[config.mk]
export PLATFORM = sky130hd
export DESIGN_NAME = uart_rx_fifo
export DESIGN_NICKNAME = d
export VERILOG_FILES = /design/src/rtl/uart_rx_fifo.sv
export SDC_FILE = /design/constraint.sdc
export NUM_CORES = 1
export LEC_CHECK = 0
export CORE_MARGIN = 2
export CORE_UTILIZATION = 30
export DETAILED_ROUTE_END_ITERATION = 16
export PLACE_DENSITY = 0.49
export SLEW_MARGIN = 25
export SYNTH_ARGS = -nofsm -noshare
export SYNTH_HDL_FRONTEND = slang
export SYNTH_SLANG_ARGS = --single-unit
[constraint.sdc]
create_clock -name clk -period 3.9 [get_ports clk]
set_input_delay 0.78 -clock clk [delete_from_list [all_inputs] [get_ports clk]]
set_output_delay 0.78 -clock clk [all_outputs]
set_load 0.02 [all_outputs]
[src/rtl/uart_rx_fifo.sv]
// rtl/uart_rx_fifo.sv - FWFT receive FIFO behind uart_core with overflow and parity-error tracking
// Each entry is {err, data}. Outputs are forced to zero while the FIFO is empty.
module uart_rx_fifo #(
   parameter  int DEPTH = 8,
   parameter  int WIDTH = 8,
   localparam int AW    = $clog2(DEPTH)
) (
   input  logic             clk,
   input  logic             rst,
   input  logic [WIDTH-1:0] wr_data,
   input  logic             wr_valid,
   input  logic             wr_err,
   input  logic             rd_req,
   output logic [WIDTH-1:0] rd_data,
   output logic             rd_err,
   output logic             rd_valid,
   output logic             full,
   output logic [AW:0]      count,
   output logic             overflow,
   input  logic             clr_ovf,
   output logic [7:0]       err_cnt
);

   localparam logic [AW:0] FULL_COUNT = (AW+1)'(DEPTH);

   logic [WIDTH:0]  mem [DEPTH];
   logic [AW-1:0]   wr_ptr;
   logic [AW-1:0]   rd_ptr;
   logic            push;
   logic            pop;
   logic [WIDTH:0]  head;

   assign rd_valid = (count != '0);
   assign full     = (count == FULL_COUNT);

   // A pop in the same cycle frees the slot, so a full FIFO still accepts the write.
   assign push = wr_valid & (~full | rd_req);
   assign pop  = rd_req & rd_valid;

   assign head    = mem[rd_ptr];
   assign rd_data = rd_valid ? head[WIDTH-1:0] : '0;
   assign rd_err  = rd_valid ? head[WIDTH]     : 1'b0;

   always_ff @(posedge clk) begin
      if (rst) begin
         wr_ptr   <= '0;
         rd_ptr   <= '0;
         count    <= '0;
         overflow <= 1'b0;
         err_cnt  <= '0;
      end else begin
         if (push) begin
            mem[wr_ptr] <= {wr_err, wr_data};
            wr_ptr      <= wr_ptr + 1'b1;
         end
         if (pop) begin
            rd_ptr <= rd_ptr + 1'b1;
         end
         if (push && !pop) begin
            count <= count + 1'b1;
         end else if (pop && !push) begin
            count <= count - 1'b1;
         end
         // Setting beats clearing so a drop in the clear cycle is never lost.
         if (wr_valid && full && !rd_req) begin
            overflow <= 1'b1;
         end else if (clr_ovf) begin
            overflow <= 1'b0;
         end
         if (push && wr_err && (err_cnt != 8'hFF)) begin
            err_cnt <= err_cnt + 1'b1;
         end
      end
   end

endmodule

==> flow_summary.json <==
{
  "cts_hold_buffers": 0,
  "crit_arrival_ns": 2.44,
  "powerDensity_nw_per_um2": 591.6,
  "start_util": 0.3072,
  "die_h_um": 117.5,
  "p_total_mw": 2.821,
  "num-fill-cells": 1204,
  "slew_headroom": 0.4930,
  "crit_family": "flip-flops",
  "cts_resized": 0,
  "stdcell_area_um2": 4770,
  "clkSlewWorstSetupHoldPaths_ns": 0.06,
  "wl_per_cell_um": 16.59,
  "grt_overflow": 0,
  "synth_edf_count": 72,
  "status": "completed",
  "core-area_um2": 12570,
  "top_layer": "met4",
  "grt_max_degree": 28,
  "seqCellArea_um2": 2603,
  "worst-path-buf-inv": 2,
  "placed_area_um2": 4494,
  "dieArea_um2": 13790,
  "finClkSkew_ns": 0.004579,
  "wl_met3_um": 287,
  "rsz0062_at_grt": "false",
  "crit_path_max_fanout": 14,
  "synth_area_um2": 3861,
  "ant_nets": 0,
  "ios": 38,
  "syn_nets": 264,
  "worstPathRequired_ns": 3.12,
  "switchingPower_mw": 0.8463,
  "syn_inst": 243,
  "antenna_found_initial": 0,
  "clockRootBuffer": "clkbuf_16",
  "yosysSeqAreaShare": 0.6740,
  "synth_cell_type_count": 42,
  "critPathKind": "flop to output pin",
  "hold_class": "flop to flop",
  "fin_crit_ns": 3.224,
  "stdcell_count": 469,
  "drive_above_1_share": 0.1886,
  "num-nets-final": 313,
  "reg2reg_slack_ns": 0.81,
  "area_growth_pct": 23.53,
  "synth_ff_type": "edfxtp_1",
  "grt_pass1_wl_mm": 12.42,
  "hp-start": "rd_ptr[1]",
  "clk_latency_ns": 0.34,
  "cts_buffers": 9,
  "cts_tree": "yes",
  "drv_slew": 0,
  "worstHoldPathCells": 2,
  "hold_violations": 0,
  "fmax_ghz": 0.3102,
  "postCtsSetupBuffers": 0,
  "row_count": 41,
  "clock_power_share": 0.287,
  "chipWidth_um": 117.5,
  "start_kind": "flop",
  "drtIter0Drc": 99,
  "drc": 0,
  "first_pass_iters": 4,
  "crit_slowest_cell": "dfxtp_1",
  "async_flop_share": 0,
  "internal_power_mw": 1.975,
  "wl_met2_mm": 3.553,
  "worstSetupEndpointType": "output pin",
  "port_buffers": 37,
  "dp_hpwl_mm": 4.829,
  "leakage_nw": 1.528,
  "max_cap_violations": 0,
  "worst_pin_slew_ns": 0.7594,
  "tns_ns": 0,
  "synth_area_per_cell_um2": 15.89,
  "h-tree-depth": 3,
  "n_antenna_cell": 0,
  "grt.total_usage": 0.1188,
  "reg2reg_to": "count[3]",
  "dp_cells": 453,
  "p_seq_frac": 0.423,
  "path_cells": "buf_4 > mux4_2 > mux2i_1 > nor2_1 > clkdlybuf4s50_1",
  "grt_pass1_vias": 2224,
  "cts.path.max_buffers": 2,
  "final_common_cell": "edfxtp_1",
  "pre_cts_ws_ns": 0.4101,
  "via_count": 2174,
  "ys_ff_latch": 94,
  "r2r.worst_path.cells": 10,
  "switching_share": 0.3000,
  "peakVddDrop_mv": 0.3379,
  "drt_wl_total_mm": 7.779,
  "cts.sinks": 94,
  "timing.final.crit_share": 0.8265,
  "multi_input_area_um2": 1209,
  "max_stage_delay_ns": 0.81,
  "finalSetupViolations": 0,
  "place.gp.congestion": 0.7495,
  "met1Wirelength_mm": 3.829,
  "mostFrequentLayoutCells": "72 x edfxtp_1, 37 x clkdlybuf4s50_1, 29 x nor2_1, 22 x dfxtp_1, 18 x mux4_2",
  "finalWorstSetupSlack_ns": 0.6765,
  "r2r-start": "count[0]",
  "vias_per_cell": 4.635,
  "p_comb_frac": 0.289,
  "yosysWarnings": 0
}
stage by stage:
stage / hold WS [ns] / util
2_1_floorplan: 0.4541 / -
3_3_place_gp: 0.4838 / 0.3576
3_5_place_dp: 0.4724 / 0.3576
4_1_cts: 0.4814 / 0.3793
5_1_grt: 0.5272 / 0.3795
6_report: 0.4863 / 0.3795
final cells by class:
| type | instances | area share |
|---|---|---|
| clock buffer | 9 | 0.04722 |
| clock inverter | 7 | 0.009969 |
| sequential | 94 | 0.5456 |
| inverter | 4 | 0.003673 |
| multi-input combinational | 135 | 0.2534 |
| timing repair buffer | 48 | 0.09496 |
| tap | 172 | 0.04512 |
synth_stat cells (all sizes together), types with 2 or more instances:
library cell | instances | area (um2)
clkbuf | 4 | 15.01
inv | 4 | 17.52
o31ai | 2 | 15.01
nor4 | 5 | 37.53
buf | 6 | 32.53
dfxtp | 22 | 440.4
nor2 | 30 | 112.6
nand2 | 8 | 30.03
nor3 | 4 | 20.02
xnor2 | 2 | 17.52
xor2 | 4 | 35.03
nor2b | 5 | 31.28
nand4 | 3 | 18.77
nand3 | 5 | 25.02
ha | 6 | 75.07
a31oi | 2 | 12.51
mux2i | 11 | 110.1
a21oi | 8 | 40.04
mux2 | 3 | 33.78
nand2b | 4 | 25.02
or4b | 2 | 23.77
or4 | 2 | 15.01
mux4 | 18 | 405.4
edfxtp | 72 | 2162
logic make-up (layout without fill, tap and decap cells):
| group | count (synthesis) | count (layout) | share of synthesized area |
|---|---|---|---|
| flip-flops | 94 | 94 | 0.6740 |
| AND/OR/NAND/NOR | 71 | 71 | 0.09332 |
| multiplexers | 32 | 32 | 0.1423 |
| AO/OA/AOI/OAI | 19 | 19 | 0.03532 |
| buffers and inverters | 14 | 68 | 0.01685 |
| adder cells (fa/ha/maj) | 7 | 7 | 0.02463 |
| XOR/XNOR | 6 | 6 | 0.01361 |
power groups by stage:
stage	registers, mW	logic, mW	clock network (mW)
after global routing	1.20	0.888	0.873
after CTS	1.20	0.837	0.840
after floorplan	1.21	0.524	0
after detailed placement	1.22	0.833	0
after global placement	1.22	0.826	0
final	1.19	0.817	0.811
metal layers:
metal,global-route usage,up-vias
met4,0.04669,0
met5,0,-
met3,0.03634,9
met1,0.1631,1087
met2,0.1765,41
li1,-,1037
registers in the layout, summed over array words and instances (netlist names), named ones only:
signal	count
err_cnt	8
overflow	1
count	4
wr_ptr	3
mem	72
rd_ptr	3
how the worst max path moves through the flow:
stage                 endpoint  slack (ns)  cells past startpoint
global route        rd_data[0]        0.51                      5
finish              rd_data[0]        0.68                      5
global placement      count[3]        0.49                     10
floorplan             count[3]        1.04                     11
detailed placement    count[3]        0.41                     10
CTS                 rd_data[0]        0.60                      5
worst min-delay path, delay by kind of cell, from the launching register on:
kind | cells | cell delay (ns)
AO/OA/AOI/OAI | 1 | 0.07
AND/OR/NAND/NOR | 1 | 0.05
flip-flops | 1 | 0.31
(Power assumes the default switching activity.)
